File: src/rtl/uart_pkg.sv
// Shared types and constants for the UART transmit arbiter slice.
package uart_pkg;

  localparam int BYTE_W       = 8;
  localparam int TIMEOUT_BITS = 12;

  typedef enum logic [1:0] {
    ST_IDLE      = 2'd0,
    ST_ISSUE     = 2'd1,
    ST_WAIT_DONE = 2'd2
  } uart_state_e;

  // Plain-vector copies of the state codes for registers declared as logic.
  localparam logic [1:0] S_IDLE      = ST_IDLE;
  localparam logic [1:0] S_ISSUE     = ST_ISSUE;
  localparam logic [1:0] S_WAIT_DONE = ST_WAIT_DONE;

  function automatic int timeout_cycles(input int clks_per_bit);
    return TIMEOUT_BITS * clks_per_bit;
  endfunction

endpackage

File: src/rtl/uart_tx_arbiter_rr_pick.sv
// Combinational round-robin pick: first requester after last_idx, wrapping.
module uart_rr_pick #(
  parameter int NUM_REQ = 4,
  parameter int IDX_W   = $clog2(NUM_REQ)
) (
  input  logic [NUM_REQ-1:0] req,
  input  logic [IDX_W-1:0]   last_idx,
  output logic [NUM_REQ-1:0] pick_onehot,
  output logic [IDX_W-1:0]   pick_idx,
  output logic               pick_valid
);

  int cand;

  always_comb begin
    pick_onehot = '0;
    pick_idx    = '0;
    pick_valid  = 1'b0;
    cand        = 0;
    for (int k = 1; k <= NUM_REQ; k++) begin
      cand = int'(last_idx) + k;
      if (cand >= NUM_REQ) cand = cand - NUM_REQ;
      if (!pick_valid && req[cand]) begin
        pick_valid        = 1'b1;
        pick_idx          = IDX_W'(cand);
        pick_onehot[cand] = 1'b1;
      end
    end
  end

endmodule

File: src/rtl/uart_tx_arbiter.sv
// Round-robin arbiter feeding bytes from NUM_REQ requesters into one UART
// transmitter. Optional packet lock is enabled by defining UART_ARB_LOCK_EN.
module uart_tx_arbiter
  import uart_pkg::*;
#(
  parameter int NUM_REQ      = 4,
  parameter int CLKS_PER_BIT = 543
) (
  input  logic                      clk,
  input  logic                      rst_n,
  input  logic [NUM_REQ-1:0]        i_req_valid,
  input  logic [NUM_REQ*BYTE_W-1:0] i_req_data,
  input  logic [NUM_REQ-1:0]        i_req_lock,
  output logic [NUM_REQ-1:0]        o_req_ready,
  output logic [NUM_REQ-1:0]        o_grant,
  output logic                      o_tx_data_avail,
  output logic [BYTE_W-1:0]         o_tx_data_byte,
  input  logic                      i_tx_active,
  input  logic                      i_tx_done,
  output logic                      o_busy,
  output logic                      o_timeout
);

  localparam int IDX_W = $clog2(NUM_REQ);
  localparam int LIMIT = timeout_cycles(CLKS_PER_BIT);
  localparam int CNT_W = $clog2(LIMIT + 1);
  localparam logic [CNT_W-1:0] CNT_MAX = CNT_W'(LIMIT);

  logic [1:0]         state;
  logic [IDX_W-1:0]   last_winner;
  logic [IDX_W-1:0]   owner;
  logic [NUM_REQ-1:0] grant;
  logic [BYTE_W-1:0]  tx_byte;
  logic [CNT_W-1:0]   wait_cnt;
  logic [NUM_REQ-1:0] cand_req;
  logic [NUM_REQ-1:0] pick_onehot;
  logic [IDX_W-1:0]   pick_idx;
  logic               pick_valid;
  logic               timeout_hit;

`ifdef UART_ARB_LOCK_EN
  logic             lock_active;
  logic [IDX_W-1:0] lock_idx;
  logic             lock_hold;

  // While the owner keeps its lock asserted, nobody else may win.
  assign lock_hold = lock_active && i_req_lock[lock_idx];

  always_comb begin
    cand_req = i_req_valid;
    if (lock_hold) cand_req = i_req_valid & (NUM_REQ'(1) << lock_idx);
  end

  always_ff @(posedge clk) begin
    if (!rst_n) begin
      lock_active <= 1'b0;
      lock_idx    <= '0;
    end else begin
      case (state)
        S_IDLE:      if (lock_active && !i_req_lock[lock_idx]) lock_active <= 1'b0;
        S_ISSUE:     if (i_req_lock[owner]) begin
                       lock_active <= 1'b1;
                       lock_idx    <= owner;
                     end
        S_WAIT_DONE: if (!i_tx_done && timeout_hit) lock_active <= 1'b0;
        default:     lock_active <= 1'b0;
      endcase
    end
  end
`else
  logic unused_lock;
  assign unused_lock = ^i_req_lock;
  assign cand_req    = i_req_valid;
`endif

  uart_rr_pick #(
    .NUM_REQ (NUM_REQ),
    .IDX_W   (IDX_W)
  ) u_pick (
    .req         (cand_req),
    .last_idx    (last_winner),
    .pick_onehot (pick_onehot),
    .pick_idx    (pick_idx),
    .pick_valid  (pick_valid)
  );

  assign timeout_hit = (wait_cnt == CNT_MAX);

  // Requester inputs are looked at only in IDLE; stale done pulses elsewhere are ignored.
  always_ff @(posedge clk) begin
    if (!rst_n) begin
      state       <= S_IDLE;
      last_winner <= IDX_W'(NUM_REQ - 1);
      owner       <= '0;
      grant       <= '0;
      tx_byte     <= '0;
      wait_cnt    <= '0;
    end else begin
      case (state)
        S_IDLE: begin
          if (pick_valid && !i_tx_active) begin
            owner   <= pick_idx;
            grant   <= pick_onehot;
            tx_byte <= i_req_data[BYTE_W*int'(pick_idx) +: BYTE_W];
            state   <= S_ISSUE;
          end
        end
        S_ISSUE: begin
          wait_cnt <= '0;
          state    <= S_WAIT_DONE;
        end
        S_WAIT_DONE: begin
          if (i_tx_done || timeout_hit) begin
            last_winner <= owner;
            grant       <= '0;
            state       <= S_IDLE;
          end else begin
            wait_cnt <= wait_cnt + CNT_W'(1);
          end
        end
        default: state <= S_IDLE;
      endcase
    end
  end

  assign o_grant         = grant;
  assign o_tx_data_avail = (state == S_ISSUE);
  assign o_req_ready     = (state == S_ISSUE) ? grant : '0;
  assign o_tx_data_byte  = tx_byte;
  assign o_busy          = (state != S_IDLE);
  assign o_timeout       = (state == S_WAIT_DONE) && !i_tx_done && timeout_hit;

endmodule
File: config.mk
export PLATFORM = sky130hd
export DESIGN_NAME = uart_tx_arbiter
export DESIGN_NICKNAME = d
export VERILOG_FILES = /design/src/rtl/uart_pkg.sv /design/src/rtl/uart_tx_arbiter_rr_pick.sv /design/src/rtl/uart_tx_arbiter.sv
export SDC_FILE = /design/constraint.sdc
export NUM_CORES = 1
export LEC_CHECK = 0
export CAP_MARGIN = 20
export CORE_UTILIZATION = 35
export CTS_CLUSTER_DIAMETER = 60
export CTS_CLUSTER_SIZE = 16
export DETAILED_ROUTE_END_ITERATION = 8
export MAX_ROUTING_LAYER = met4
export PLACE_DENSITY = 0.58
export SLEW_MARGIN = 20
export SYNTH_ARGS = -nofsm -noshare
export SYNTH_HDL_FRONTEND = slang
export SYNTH_SLANG_ARGS = --single-unit
File: constraint.sdc
create_clock -name clk -period 4.8 [get_ports clk]
set_input_delay 0.96 -clock clk [delete_from_list [all_inputs] [get_ports clk]]
set_output_delay 0.96 -clock clk [all_outputs]
set_load 0.05 [all_outputs]
* Word-level counts from Yosys, hierarchy flattened *
Cells that the tools add are included.

cells by class
  $add $sub $neg = 9
  $lt $le $gt $ge = 12
  equality and inequality tests = 6
  shift-type cells = 1
  multiplexer cells = 45
  bitwise gates (word level) = 3
  reduce and logical (&&, ||, !) cells = 25

operators by type and width
  operator                                                             count
  greater-or-equal comparator 32 x 1 -> 1 bit (second input constant)  4
  greater-or-equal comparator 32 x 4 -> 1 bit (second input constant)  4
  less-than comparator 32 x 4 -> 1 bit (second input constant)         4
  two-way mux 32 bit                                                   4
  subtractor 32 x 4 -> 32 bit (second input constant)                  4
  variable part select 32 x 6 -> 8 bit                                 1
  two-way mux 4 bit                                                    7
  one-hot mux 13 bit (2 select lines)                                  1
  two-way mux 1 bit                                                    16
  adder 13 x 1 -> 13 bit (second input constant)                       1
  equality test 13 bit (second input constant)                         1
  two-way mux 13 bit                                                   1
  two-way mux 2 bit                                                    6
  OR 4 bit                                                             3
  logical AND 1 bit                                                    10
  binary-select mux 1 bit (select 2 bit)                               4
  demux 1 bit (select 2 bit)                                           4
  one-hot mux 4 bit (2 select lines)                                   1
  AND reduction 2 bit                                                  4
  adder 2 x 2 -> 3 bit (second input constant)                         2
  inequality test 2 bit (second input constant)                        3
  one-hot mux 2 bit (3 select lines)                                   1
  nonzero test 2 bit                                                   3
  logical NOT 1 bit                                                    5
  7 further kinds                                                      7

storage, ports and cells
  bits in registers = 31
  bits of input ports = 44
  output and inout bits = 19
  logic and storage cells = 107

* Longest topological paths before layout *
Gate-level depths: netlist (run 1).

  depth after elaboration = 19
  gate-level depth with buffers = 12
  mapped depth without buffers = 8

* Modules after synthesis *
From an unflattened synthesis (run 1), not the netlist that was laid out.

unflattened totals
  cells, all modules = 258
  area total of the unflattened synthesis = 2,235.9 sq um

by module, submodules not included
  module           instances  cells each  area each (sq um)  sequential area each (sq um)
  uart_tx_arbiter  1          178         1,599.0            620.6
  uart_rr_pick     1          80          636.9              0.0

* Least setup slack after synthesis (run 1) *
Ideal clock, no wire load.

  path kind = input -> register
  from = input i_req_valid[1]
  to = register tx_byte[2], in the netlist o_tx_data_byte[2]
  setup time = 0.118 ns
  arrival = 2.654 ns
  required time = 4.682 ns
  setup slack = 2.029 ns
  cell stages on the path = 8
  path buffers = 3
  path through = mux4_2 buf_6 a21oi_4 o21a_1 buf_6 buf_12 mux2_4 o2111a_1

on the way
  cells in the longest elaborated chain, start to end = 15
  elaborated cells on any way between the ends = 29
  those cells by class = shift (1); mux (20); reduce/logical (8)

RTL lines
  item                                                                             line                    source
  start, declared                                                                  uart_tx_arbiter.sv:11   input logic [NUM_REQ-1:0] i_req_valid,
  branches (longest 15 deep; another with binary-select mux 1 bit (select 2 bit))  n/a
  end signal, assigned                                                             uart_tx_arbiter.sv:104  tx_byte <= i_req_data[BYTE_W*int'(pick_idx) +: BYTE_W];
  end, declared                                                                    uart_tx_arbiter.sv:33   logic [BYTE_W-1:0] tx_byte;

Parallel ways; which one is timed is not known. The select of a mux whose other input is x is not followed.
A chain may end at the register's enable or synchronous reset.

* Worst setup path in the final report (run 1) *
  from = register last_winner[1]
  to = register tx_byte[3], in the netlist o_tx_data_byte[3]

on the way
  cells in the longest elaborated chain, start to end = 18
  elaborated cells on any way between the ends = 45
  those cells by class = add/sub (8); order compare (4); shift (1); mux (24); reduce/logical (8)

RTL lines
  item                                                                  line                    source
  start, declared                                                       uart_tx_arbiter.sv:30   logic [IDX_W-1:0] last_winner;
  start signal, assigned                                                uart_tx_arbiter.sv:93   last_winner <= IDX_W'(NUM_REQ - 1);
  start signal, assigned                                                uart_tx_arbiter.sv:114  last_winner <= owner;
  branches (longest 18 deep; another with subtractor 32 x 4 -> 32 bit)  n/a

Parallel ways; which one is timed is not known. The select of a mux whose other input is x is not followed.

==> results of run 1 <==
power breakdown:
| part | total (mW) | internal (mW) | switching [mW] |
|---|---|---|---|
| clock | 0.261 | 0.154 | 0.106 |
| combinational | 0.206 | 0.0934 | 0.113 |
| sequential | 0.277 | 0.270 | 0.00750 |
cells in the mapped netlist, drive strengths merged, types with 7 or more instances:
| cell | instances | area share |
|---|---|---|
| and2 | 7 | 0.021 |
| buf | 9 | 0.039 |
| o211ai | 18 | 0.064 |
| o21ai | 12 | 0.030 |
| a22oi | 8 | 0.028 |
| a21oi | 7 | 0.022 |
| ha | 10 | 0.059 |
| o2111a | 8 | 0.043 |
| nor2 | 10 | 0.019 |
| nand2b | 9 | 0.027 |
| mux2i | 12 | 0.057 |
| inv | 14 | 0.025 |
| nand2 | 8 | 0.014 |
| xor2 | 7 | 0.029 |
| mux2 | 11 | 0.061 |
| dfxtp | 31 | 0.29 |
kinds of logic (layout without fill, tap and decap cells):
logic type / Yosys count / after routing / synth area share
flip-flops: 31 / 31 / 0.294
XOR/XNOR: 7 / 7 / 0.0291
buffers and inverters: 25 / 83 / 0.0677
AND/OR/NAND/NOR: 66 / 66 / 0.179
AO/OA/AOI/OAI: 65 / 65 / 0.243
adder cells (fa/ha/maj): 10 / 10 / 0.0593
multiplexers: 24 / 24 / 0.128
registers in the layout, indices dropped and copies added, names as in the netlist:
signal and flops:
state 2, last_winner 2, o_tx_data_byte 8, wait_cnt 13, owner 2, o_grant 4
per-stage QoR:
step / hold slack (ns) / total power, mW / worst slack, ns / std cells
finish: 0.483 / 0.744 / 1.19 / 358
floorplan: 0.453 / 0.419 / 2.03 / 228
global route: 0.514 / 0.780 / 0.964 / 358
CTS: 0.487 / 0.752 / 1.18 / 358
global placement: 0.464 / 0.488 / 0.975 / 350
detailed placement: 0.479 / 0.490 / 0.950 / 350
critical path, delay by kind of cell, from the launching register on:
family                     cells  cell delay [ns]
AOI/OAI and AO/OA              3             0.95
muxes                          2             0.70
DFF                            1             0.64
adders and majority gates      1             0.54
buffers and inverters          2             0.50
and+or+nand+nor                1             0.17
layer usage:
layer	routed length (µm)	up-vias
met5	0	-
met4	93	0
met3	185	8
met2	2430	38
met1	2390	892
li1	-	961
how the worst min path moves through the flow:
stage | cells after the start | slack (ns) | end | start
after floorplan | 2 | 0.45 | last_winner[1] | owner[1]
after global placement | 2 | 0.46 | wait_cnt[12] | wait_cnt[12]
after detailed placement | 2 | 0.48 | wait_cnt[12] | wait_cnt[12]
after CTS | 2 | 0.49 | last_winner[0] | owner[0]
after global routing | 2 | 0.51 | last_winner[0] | owner[0]
final | 2 | 0.48 | last_winner[0] | owner[0]
layout make-up:
type | instances | area (µm²) | area share
Clock buffer | 5 | 68.8 | 0.0244
Clock inverter | 3 | 43.8 | 0.0155
Inverter | 14 | 52.6 | 0.0186
Multi-Input combinational cell | 172 | 1350 | 0.476
Sequential cell | 31 | 621 | 0.220
Tap cell | 72 | 90.1 | 0.0319
Timing Repair Buffer | 61 | 603 | 0.214
placed cells by master, fill, tap and decap left out, drive strengths merged, types with 3 or more instances in the layout:
master | synthesis | routed
nand3 | 4 | 4
clkdlybuf4s50 | 0 | 58
a22oi | 8 | 8
and2 | 7 | 7
nor2 | 10 | 10
mux2 | 11 | 11
inv | 14 | 14
o2111a | 8 | 8
nand2b | 9 | 9
ha | 10 | 10
a21oi | 7 | 7
o211ai | 18 | 18
dfxtp | 31 | 31
nor3 | 3 | 3
nor2b | 5 | 5
or3 | 5 | 5
nand4 | 4 | 4
nand2 | 8 | 8
buf | 9 | 3
mux2i | 12 | 12
a22o | 4 | 4
xor2 | 7 | 7
o21ai | 12 | 12
clkbuf | 2 | 5
==> results.ini, run 1 <==
[grt]
track_usage = 0.171
grt-busiest-layer = met2
use_met1 = 0.213
grt_max_degree = 19
grt_pass1_vias = 1744
grt_first_pass_wirelength_mm = 8.14
grt_use_met2 = 0.270
gr-total-overflow = 0
antenna_found_initial = 0
grtUsageMet3 = 0.0343

[run_status]
outcome = finished, final reports clean

[yosys]
synth_cell_type_count = 44
synth_async_sr_flop_share = 0
synth_fp_nets = 282
syn_area_um2 = 2110
synthFlopType = dfxtp_1
synth_edf_count = 0
syn_inst = 228
ys_seq_elements = 31
yosys_warnings = 0
avgSynthCellArea_um2 = 9.25
synth-seq-area-share = 0.294

[pwr]
peakVddDrop_mv = 0.185
p_per_area_nw_per_um2 = 264
leakage_nw = 1.07

[detailed_routing]
drt_first_pass_iters = 4
wl_per_cell_um = 14.2
post-route-drc-count = 0
drt_iter0_markers = 59
viasPerCell = 5.30
antenna_left = 0
via_count = 1899
routed_wl_mm = 5.10

[clock_network]
clock_path_buffers = 2
clkSlewWorstSetupHoldPaths_ns = 0.07
cts_tree = built
cts_setup_buffers = 0
clockRootBuffer = clkbuf_8
htree_levels = 2
clock_latency_ns = 0.29
ctsResizeCount = 0
cts_made_buffers = 5
cts_hold_buf = 0
cts_sinks = 31

[sta]
finalMaxSlewViolations = 0
fin_crit_ns = 3.61
worst_pin_slew_ns = 0.639
fmax_mhz = 277
period_share = 0.753
finalHoldViolCount = 0
skew_ns = 0.00700
tns_ns = 0
finalSetupViolCount = 0
slew-limit-headroom = 0.572
grt_setup_unrepaired = no

[setup_path]
r2r-end = o_tx_data_byte[3]
critPathLaunchType = register
crit_fanout = 10
cp-startpoint = last_winner[1]
cp_slowest_cell = dfxtp_1
endpoint = o_tx_data_byte[3]
cp-end-kind = register
crit_arrival_ns = 3.79
rr_worst_depth = 9
slowest_delay_ns = 0.64
path_class = register to register
cp_cell_sequence = inv_1 > ha_1 > mux2i_1 > nand3_1 > a21oi_4 > o21a_1 > buf_4 > mux2_2 > o2111a_1
critPathRequiredTime_ns = 4.98
r2r_start = last_winner[1]
r2r_slack_ns = 1.19

[die]
ioPinCount = 63
rows = 27
design.die.area_um2 = 6340
die_w_um = 79.6
design.core.area_um2 = 5640
start_util = 0.374
die_h_um = 79.6

[finish]
post_route_cells_drive_above_1_share = 0.105
n_antenna_cell = 0
synthToLayoutAreaGrowth_pct = 33.9
fin_area_um2 = 2820
fillers = 544
final_core_util = 0.501
nNetsFinal = 339

[job]
maxCapViolations = 0

[worst_hold_path]
min_path_type = register to register

[place]
postPlaceCellArea_um2 = 2710
gp_congestion = 0.782
hpwl_mm = 3.78
io_buffers = 58

Power figures use the tool's default switching activity.
==> inputs of run 2 (changes only) <==
--- a/config.mk
+++ b/config.mk
@@ -11,7 +11,7 @@
 export CTS_CLUSTER_SIZE = 16
 export DETAILED_ROUTE_END_ITERATION = 8
 export MAX_ROUTING_LAYER = met4
-export PLACE_DENSITY = 0.58
+export PLACE_DENSITY = 0.61
 export SLEW_MARGIN = 20
 export SYNTH_ARGS = -nofsm -noshare
 export SYNTH_HDL_FRONTEND = slang
==> constraint.sdc (replaced) <==
create_clock -name clk -period 3 [get_ports clk]
set_input_delay 0.6 -clock clk [delete_from_list [all_inputs] [get_ports clk]]
set_output_delay 0.6 -clock clk [all_outputs]
set_load 0.05 [all_outputs]
==> results.ini, run 2 (synthesis gave the netlist of run 1 again) <==
[grt]
grt_use_met2 = 0.265  ; -0.00513
use_met1 = 0.217  ; +0.00400
grtUsageMet3 = 0.0343  ; unchanged
grt_pass1_vias = 1792  ; +2.8%
track_usage = 0.170  ; -0.000537
grt_first_pass_wirelength_mm = 8.29  ; +1.9%
grt_max_degree = 18  ; -1
grt-busiest-layer = met2
antenna_found_initial = 0  ; unchanged
gr-total-overflow = 0  ; unchanged

[detailed_routing]
antenna_left = 0  ; unchanged
wl_per_cell_um = 13.1  ; -7.7%
drt_first_pass_iters = 4  ; unchanged
post-route-drc-count = 0  ; unchanged
drt_iter0_markers = 45  ; -24%
via_count = 1889  ; -0.53%
viasPerCell = 5.08  ; -4.3%
routed_wl_mm = 4.89  ; -4.1%

[finish]
post_route_cells_drive_above_1_share = 0.150  ; +0.0451
final_core_util = 0.522  ; +0.0213
largest-register = wait_cnt
largest_reg_flops = 13  ; unchanged
synthToLayoutAreaGrowth_pct = 39.6
fillers = 525  ; -3.5%
layout_commonest_cell = clkdlybuf4s50_1
n_antenna_cell = 0  ; unchanged
layout_common_cells = clkdlybuf4s50_1, dfxtp_1, o211ai_1
nNetsFinal = 353  ; +4.1%

[setup_path]
crit_arrival_ns = 2.84  ; -0.95 ns
rr_worst_depth = 9  ; unchanged
critPathRequiredTime_ns = 3.18  ; -1.80 ns
path_class = register to register
crit_fanout = 17  ; +7
cp-end-kind = register
critPathLaunchType = register

[sta]
fmax_mhz = 376  ; +36%
finalHoldViolCount = 0  ; unchanged
fin_crit_ns = 2.66  ; -0.950 ns
tns_ns = 0  ; unchanged
worst_pin_slew_ns = 0.613  ; -0.0266 ns
skew_ns = 0.0107  ; +0.00369 ns
grt_setup_unrepaired = no
slew-limit-headroom = 0.588  ; +0.0159
finalSetupViolCount = 0  ; unchanged
period_share = 0.888  ; +0.135
finalMaxSlewViolations = 0  ; unchanged

[pwr]
peakVddDrop_mv = 0.216  ; +17%
leakage_nw = 1.14  ; +7.3%
finalPower_mw = 1.22  ; +64%
p_per_area_nw_per_um2 = 414  ; +57%

[die]
start_util = 0.374  ; unchanged
design.core.area_um2 = 5640  ; unchanged
design.die.area_um2 = 6340  ; unchanged
die_w_um = 79.6  ; unchanged
ioPinCount = 63  ; unchanged
die_h_um = 79.6  ; unchanged
rows = 27  ; unchanged

[clock_network]
cts_sinks = 31  ; unchanged
clock_path_buffers = 2  ; unchanged
ctsResizeCount = 0  ; unchanged
cts_hold_buf = 0  ; unchanged
cts_tree = built
htree_levels = 2  ; unchanged
cts_made_buffers = 5  ; unchanged
cts_setup_buffers = 0  ; unchanged
clockRootBuffer = clkbuf_8
clock_latency_ns = 0.29  ; about the same
clkSlewWorstSetupHoldPaths_ns = 0.07  ; about the same

[place]
io_buffers = 58  ; unchanged
gp_congestion = 0.760  ; -2.8%
hpwl_mm = 3.81  ; +0.82%

[worst_hold_path]
whs_path_depth = 2  ; unchanged
min_path_type = register to register

[job]
maxCapViolations = 0  ; unchanged

[run_status]
outcome = finished, final reports clean

-- run 2: changes by cell type in the layout (fill, tap and decap cells not counted) --
| cell | before | now |
|---|---|---|
| buf_12 | 0 | 1 |
| buf_4 | 3 | 17 |
| clkbuf_8 | 5 | 6 |
| clkdlybuf4s50_1 | 58 | 57 |
| clkinv_4 | 1 | 0 |
-- run 2: routing by layer --
layer  vias to the layer above  wire [µm]
met4                         0        100
li1                        990          -
met3                        10        136
met1                       863       2340
met2                        26       2310
met5                         -          0
-- run 2: final cells by class --
type	instances	area, µm²	area share
multi-input cells	172	1350	0.457
repair buffers	75	718	0.244
flip-flops and latches	31	621	0.211
well taps	72	90.1	0.0306
clock buffers	6	82.6	0.0280
inverters	14	52.6	0.0178
clock inverters	2	35.0	0.0119
-- run 2: metrics by stage --
| step | std cells | cell area [µm²] | hold WS (ns) | setup WS [ns] |
|---|---|---|---|---|
| 5_1_grt | 372 | 2940 | 0.508 | 0.137 |
| 4_1_cts | 372 | 2940 | 0.485 | 0.313 |
| 2_1_floorplan | 228 | 2110 | 0.453 | 0.235 |
| 3_5_place_dp | 364 | 2830 | 0.473 | 0.124 |
| 3_3_place_gp | 364 | 2830 | 0.466 | 0.122 |
| 6_report | 372 | 2940 | 0.485 | 0.337 |
-- run 2: report_power, final --
| part | internal [mW] | total (mW) | switching [mW] |
|---|---|---|---|
| sequential | 0.432 | 0.442 | 0.0103 |
| combinational | 0.168 | 0.350 | 0.182 |
| clock | 0.269 | 0.425 | 0.157 |
-- run 2: path summary, 6_finish.rpt --
kind	start	to	slack, ns
worst max-delay path	last_winner[0]	o_tx_data_byte[3]	0.34
worst min-delay path	wait_cnt[12]	wait_cnt[12]	0.49
worst max register to register	last_winner[0]	o_tx_data_byte[3]	0.34
worst min register to register	wait_cnt[12]	wait_cnt[12]	0.49
-- run 2: critical path, cell delays in order, from the launching register on --
cell	delay, ns
dfxtp_1	0.34
inv_1	0.13
ha_1	0.52
mux2i_1	0.31
nand3_1	0.16
a21oi_4	0.16
o21a_1	0.19
buf_12	0.16
mux2_2	0.35
o2111a_1	0.24
==> inputs of run 3 (changes only) <==
--- a/config.mk
+++ b/config.mk
@@ -7,6 +7,7 @@
 export LEC_CHECK = 0
 export CAP_MARGIN = 20
 export CORE_UTILIZATION = 35
+export CTS_BUF_LIST = sky130_fd_sc_hd__clkbuf_4 sky130_fd_sc_hd__clkbuf_8 sky130_fd_sc_hd__clkbuf_16
 export CTS_CLUSTER_DIAMETER = 60
 export CTS_CLUSTER_SIZE = 16
 export DETAILED_ROUTE_END_ITERATION = 8
==> results of run 3 <==
Same layout as run 2: the final DEF is identical, and so are final timing and power.
